===== config.mk =====
export PLATFORM = sky130hd
export DESIGN_NAME = serial_load_sequencer
export DESIGN_NICKNAME = d
export VERILOG_FILES = /design/src/rtl/serial_seq_pkg.sv /design/src/rtl/sclk_phase_timer.sv /design/src/rtl/serial_load_sequencer.sv
export SDC_FILE = /design/constraint.sdc
export NUM_CORES = 1
export LEC_CHECK = 0
export ABC_AREA = 1
export ABC_CLOCK_PERIOD_IN_PS = 4900
export CAP_MARGIN = 20
export CORE_MARGIN = 4
export CORE_UTILIZATION = 59
export CTS_BUF_LIST = sky130_fd_sc_hd__clkbuf_8
export CTS_CLUSTER_DIAMETER = 40
export DETAILED_ROUTE_END_ITERATION = 10
export PLACE_DENSITY = 0.95
export SYNTH_ARGS = -nofsm -noshare
export SYNTH_HDL_FRONTEND = slang
export SYNTH_SLANG_ARGS = --single-unit

===== constraint.sdc =====
create_clock -name clk -period 4.9 [get_ports clk]
set_clock_uncertainty 0.2 [all_clocks]
set_input_delay 0.98 -clock clk [delete_from_list [all_inputs] [get_ports clk]]
set_output_delay 0.98 -clock clk [all_outputs]
set_load 0.01 [all_outputs]

===== src/rtl/serial_seq_pkg.sv =====
// Shared types and width helpers for the serial load sequencer.
package serial_seq_pkg;

  typedef enum logic [1:0] {IDLE, LOW, HIGH, LATCH} state_t;

  // Index width able to address n bits, never narrower than one bit.
  function automatic int unsigned idx_w(input int unsigned n);
    return (n <= 32'd1) ? 32'd1 : 32'($clog2(n));
  endfunction

  // Down-counter width able to hold half_period-1, never narrower than one bit.
  function automatic int unsigned half_cnt_w(input int unsigned half_period);
    return (half_period <= 32'd1) ? 32'd1 : 32'($clog2(half_period));
  endfunction

endpackage


===== src/rtl/sclk_phase_timer.sv =====
// Loadable down-counter that times one sclk phase of HALF_PERIOD clk cycles.
module sclk_phase_timer
  import serial_seq_pkg::*;
#(
  parameter int unsigned HALF_PERIOD = 2
) (
  input  logic clk,
  input  logic reset,
  input  logic load,
  output logic phase_done_c
);

  localparam int unsigned CW = half_cnt_w(HALF_PERIOD);
  localparam logic [CW-1:0] RELOAD = CW'(HALF_PERIOD - 1);

  logic [CW-1:0] cnt;

  always_ff @(posedge clk or negedge reset) begin
    if (!reset) begin
      cnt <= '0;
    end else if (load) begin
      cnt <= RELOAD;
    end else if (cnt != '0) begin
      cnt <= cnt - CW'(1);
    end
  end

  // High on the last cycle of the current phase.
  assign phase_done_c = (cnt == '0);

endmodule


===== src/rtl/serial_load_sequencer.sv =====
// Serializes parallel config words LSB first onto sclk/sdata and strobes latch per word.
// Optional readback of the previous chain contents via sdin when SEQ_READBACK_EN is defined.
module serial_load_sequencer
  import serial_seq_pkg::*;
#(
  parameter int unsigned WIDTH       = 32,
  parameter int unsigned HALF_PERIOD = 2,
  parameter int unsigned CNT_W       = 16
) (
  input  logic             clk,
  input  logic             reset,
  input  logic [WIDTH-1:0] in_data,
  input  logic             in_valid,
  output logic             in_ready,
  input  logic             abort,
  output logic             sclk,
  output logic             sdata,
  output logic             latch,
  output logic             busy,
  output logic [CNT_W-1:0] words_sent
`ifdef SEQ_READBACK_EN
  ,
  input  logic             sdin,
  output logic [WIDTH-1:0] rb_data,
  output logic             rb_valid
`endif
);

  localparam int unsigned IDX_W = idx_w(WIDTH);
  localparam logic [IDX_W-1:0] LAST_IDX = IDX_W'(WIDTH - 1);

  state_t           state;
  state_t           state_nxt;
  logic [WIDTH-1:0] word;
  logic [WIDTH-1:0] word_nxt;
  logic [IDX_W-1:0] bit_idx;
  logic [IDX_W-1:0] bit_idx_nxt;
  logic             sdata_nxt;
  logic             phase_done_c;
  logic             timer_load_c;

  // Every state change restarts the phase timer.
  assign timer_load_c = (state_nxt != state);

  sclk_phase_timer #(
    .HALF_PERIOD(HALF_PERIOD)
  ) u_timer (
    .clk         (clk),
    .reset       (reset),
    .load        (timer_load_c),
    .phase_done_c(phase_done_c)
  );

  always_ff @(posedge clk or negedge reset) begin
    if (!reset) begin
      state <= IDLE;
    end else begin
      state <= state_nxt;
    end
  end

  always_comb begin
    state_nxt   = state;
    word_nxt    = word;
    bit_idx_nxt = bit_idx;
    sdata_nxt   = sdata;
    case (state)
      IDLE: begin
        if (in_valid && in_ready) begin
          state_nxt   = LOW;
          word_nxt    = in_data;
          bit_idx_nxt = '0;
        end
      end
      LOW: begin
        if (abort) begin
          state_nxt = IDLE;
        end else if (phase_done_c) begin
          state_nxt = HIGH;
        end
      end
      HIGH: begin
        if (abort) begin
          state_nxt = IDLE;
        end else if (phase_done_c) begin
          if (bit_idx == LAST_IDX) begin
            state_nxt = LATCH;
          end else begin
            state_nxt   = LOW;
            bit_idx_nxt = bit_idx + IDX_W'(1);
          end
        end
      end
      LATCH: begin
        // Latch is already committed, so abort cannot cancel it here.
        state_nxt = IDLE;
      end
      default: begin
        state_nxt = IDLE;
      end
    endcase
    // sdata changes only when a low phase begins, so it is stable across the whole pulse.
    if (state_nxt == LOW) begin
      sdata_nxt = word_nxt[bit_idx_nxt];
    end
  end

  // Outputs are flopped from the next state so nothing combinational reaches the pins.
  always_ff @(posedge clk or negedge reset) begin
    if (!reset) begin
      word       <= '0;
      bit_idx    <= '0;
      sclk       <= 1'b0;
      sdata      <= 1'b0;
      latch      <= 1'b0;
      busy       <= 1'b0;
      in_ready   <= 1'b1;
      words_sent <= '0;
    end else begin
      word     <= word_nxt;
      bit_idx  <= bit_idx_nxt;
      sdata    <= sdata_nxt;
      sclk     <= (state_nxt == HIGH);
      latch    <= (state_nxt == LATCH);
      busy     <= (state_nxt != IDLE);
      in_ready <= (state_nxt == IDLE);
      if (state_nxt == LATCH) begin
        words_sent <= words_sent + CNT_W'(1);
      end
    end
  end

`ifdef SEQ_READBACK_EN
  // The chain's old bits return on sdin; capture each one as its high phase ends.
  logic sample_c;
  assign sample_c = (state == HIGH) && phase_done_c && !abort;

  always_ff @(posedge clk or negedge reset) begin
    if (!reset) begin
      rb_data  <= '0;
      rb_valid <= 1'b0;
    end else begin
      rb_valid <= (state_nxt == LATCH);
      if (sample_c) begin
        rb_data <= {sdin, rb_data[WIDTH-1:1]};
      end
    end
  end
`endif

endmodule


==> reports/qor.yml <==
outcome:
  run_status: "finished, final reports clean"
synthesis:
  synth_top_family_by_area: "simple AND/OR/NAND/NOR gates"
  synth_xor_area_share_pct: 4.13
  synth_cells: 397
  syn_avg_cell_area_sq_um: 8.02
  synth.area.mux_share_pct: 0
  synth_cell_types: 29
  synthFlopType: "dfrtp_1"
  async_flop_share_pct: 100
  yosysWarnings: 0
  synth-compound-area-share_pct: 7.62
  yosysSeqAreaShare_pct: 48.0
  syn-num-nets: 435
  synthAdderAreaFrac_pct: 0.786
  synth-seq-cells: 61
  synth-simple-area-share_pct: 26.6
  synth_edf_count: 0
  synth.cell_area_sq_um: 3180
power:
  peakVddDrop_mv: 0.268
  power.internal_uw: 1210
  net-switching-power_uw: 821
  clockPowerShare_pct: 20.9
  power.density_nw_per_um2: 513
  power_frac_seq_pct: 37.5
  p_comb_share_pct: 41.5
  swShare_pct: 40.5
  p_leak_uw: 0.00201
clocking:
  numClockSinks: 61
  clk_pin_slew_ns: 0.07
  root_buffer: "clkbuf_8"
  cts_setup_buffers: 0
  cts_tree: "done"
  max-clock-path-buffers: 2
  cts_resized: 0
  cts_hold_buf: 0
  clkLatencyLatePin_ns: 0.34
  h-tree-depth: 3
  numCtsBuffers: 9
timing:
  rsz0062_at_grt: "no"
  final_hold_viol_count: 0
  max_freq_mhz: 293
  tightest_slew_ns: 0.862
  maxSlewHeadroom_pct: 42.4
  final.period_utilization_pct: 69.7
  setup_tns_ns: 0
  finalSetupViolations: 0
  slew_violations: 0
  fin_crit_ns: 3.42
min_path:
  hold_path.class: "reg2reg"
layout:
  layout-area-overhead-vs-synth_pct: 24.2
  layoutNonFillerInstCount: 531
  nets: 494
  diodes: 0
  drive_gt1_share_pct: 10.2
  fillCellCount: 356
placed_design:
  portBuffers: 56
  dpl.cell_count: 515
  gp_congestion: 0.932
  place_hpwl_microns: 5220
routing:
  totalWireLength_microns: 7520
  final_antenna_net_count: 0
  viasPerCell: 5.33
  wl_per_cell_microns: 14.2
  dr.pass1.iters: 7
  drt_iter0_markers: 268
  drc_errors: 0
  vias: 2831
grt:
  grt_usage_pct: 24.6
  grt_pass1_vias: 2765
  grt_pass1_wl_microns: 12300
  antenna_found_initial: 0
  grt_overflow: 0
  grt_max_degree: 62
floorplanning:
  fp-row-count: 26
  io_pins: 57
  dieArea_sq_um: 6640
  die_w_microns: 81.5
  core_sq_um: 5170
  dieHeight_microns: 81.5
  initial_core_util_pct: 61.6
setup_path:
  crit_chain: "clkdlybuf4s50_1, nand3_2, o21ai_0, nand3_1, nand3_1, nand3_1, nand3_1, nand3_1, nand3_1, nand2_1"
  crit_type: "in2reg"
  arrival_ns: 3.44
  crit_required_ns: 4.93
  crit_fanout: 51
  path_common_cell: "nand3_1"
  max_stage_delay_ns: 0.67
  cp-start-kind: "input pin"
  end_kind: "register"
  crit_slowest_cell: "nand3_2"
run:
  max_cap_violations: 0
## cell usage after synthesis (2+ instances only)
| master | n | share of area, % |
|---|---|---|
| a21oi_1 | 4 | 0.63 |
| buf_2 | 2 | 0.31 |
| buf_4 | 2 | 0.47 |
| buf_6 | 4 | 1.4 |
| clkbuf_1 | 2 | 0.24 |
| dfrtp_1 | 60 | 47 |
| ha_1 | 2 | 0.79 |
| inv_1 | 83 | 9.8 |
| inv_2 | 6 | 0.71 |
| nand2_1 | 79 | 9.3 |
| nand2_2 | 9 | 1.8 |
| nand2_4 | 3 | 1.1 |
| nand3_1 | 53 | 8.3 |
| nand3_2 | 2 | 0.63 |
| nand4_1 | 6 | 1.2 |
| nor2_1 | 14 | 1.7 |
| nor2_2 | 2 | 0.39 |
| nor2_4 | 2 | 0.71 |
| nor3_4 | 2 | 1.0 |
| o21ai_0 | 24 | 3.8 |
| o21ai_1 | 15 | 2.4 |
| xnor2_1 | 8 | 2.2 |
| xor2_1 | 7 | 1.9 |
## sequential cells by signal, indices dropped and copies added (netlist names)
name	flops
word	32
busy	1
sclk	1
state	2
bit_idx	5
u_timer.cnt	1
words_sent	16
latch	1
in_ready	1
sdata	1
## through the flow
stage	area, sq um	total power, uW	hold slack [ns]	worst slack [ns]	utilization, %
floorplan	3180	1360	0.313	2.48	-
global placement	3760	1530	0.290	1.24	72.8
detailed placement	3760	1590	0.305	1.17	72.8
CTS	3950	2020	0.312	1.49	76.4
global route	3950	2170	0.330	1.22	76.4
finish	3950	2030	0.307	1.49	76.4
## kinds of logic (layout without fill, tap and decap cells)
logic type	after synthesis	after routing
compound gates	46	46
xor+xnor	15	15
fa+ha+maj	2	2
buf+inv	99	163
flops	61	61
simple gates	174	174
## power by group through the flow
stage | clock network (uW) | registers [uW] | logic [uW]
3_5_place_dp | 0 | 766 | 826
2_1_floorplan | 0 | 761 | 604
3_3_place_gp | 0 | 758 | 774
6_report | 424 | 761 | 842
5_1_grt | 447 | 776 | 943
4_1_cts | 423 | 760 | 835
## final timing paths
check,startpoint,to,slack [ns],cells after the start
hold / removal,words_sent[8],words_sent[8],0.31,1
min in group asynchronous,reset,word[30],0.58,2
max in group asynchronous,reset,state[0],3.40,2
hold reg to reg,words_sent[8],words_sent[8],0.31,1
setup reg to reg,state[0],sdata,1.98,10
setup / recovery,in_valid,sdata,1.49,10
## layout by cell type (no fill, tap or decap)
cell type / n
nand2_2: 9
nor3_4: 2
a21oi_1: 4
inv_2: 6
o211ai_2: 1
o21ai_1: 15
nand2_1: 79
xnor2_1: 8
nand2_4: 3
ha_1: 2
nor2_1: 14
dfrtp_1: 60
nand3_2: 2
nand3_1: 53
nor3_2: 1
nor2_2: 2
clkbuf_8: 12
clkinv_2: 1
nor4_1: 1
o21a_1: 1
buf_4: 2
clkinvlp_4: 2
nor2_4: 2
a21o_1: 1
buf_2: 1
o21ai_0: 24
clkdlybuf4s50_1: 55
dfstp_2: 1
xor2_1: 7
nand4_1: 6
inv_1: 84
## critical path: cells and delay by family
kind	cells	cell delay [ns]
AND/OR/NAND/NOR	8	1.31
buffers and inverters	1	0.49
AO/OA/AOI/OAI	1	0.64
## final cells by class
class | count | area [sq um] | share of cell area, %
Sequential cell | 61 | 1530 | 38.6
Multi-Input combinational cell | 237 | 1240 | 31.5
Timing Repair Buffer | 58 | 571 | 14.4
Inverter | 89 | 334 | 8.45
Clock buffer | 12 | 165 | 4.18
Tap cell | 70 | 87.6 | 2.22
Clock inverter | 4 | 23.8 | 0.601
## per-layer routing
| metal | vias up | global-route usage, % | share of wire, % |
|---|---|---|---|
| met5 | - | 0 | 0 |
| met1 | 1296 | 30.7 | 41 |
| li1 | 1351 | - | - |
| met2 | 146 | 39.2 | 48 |
| met3 | 38 | 6.36 | 7.2 |
| met4 | 0 | 13.2 | 4.1 |
(Power assumes the default switching activity.)
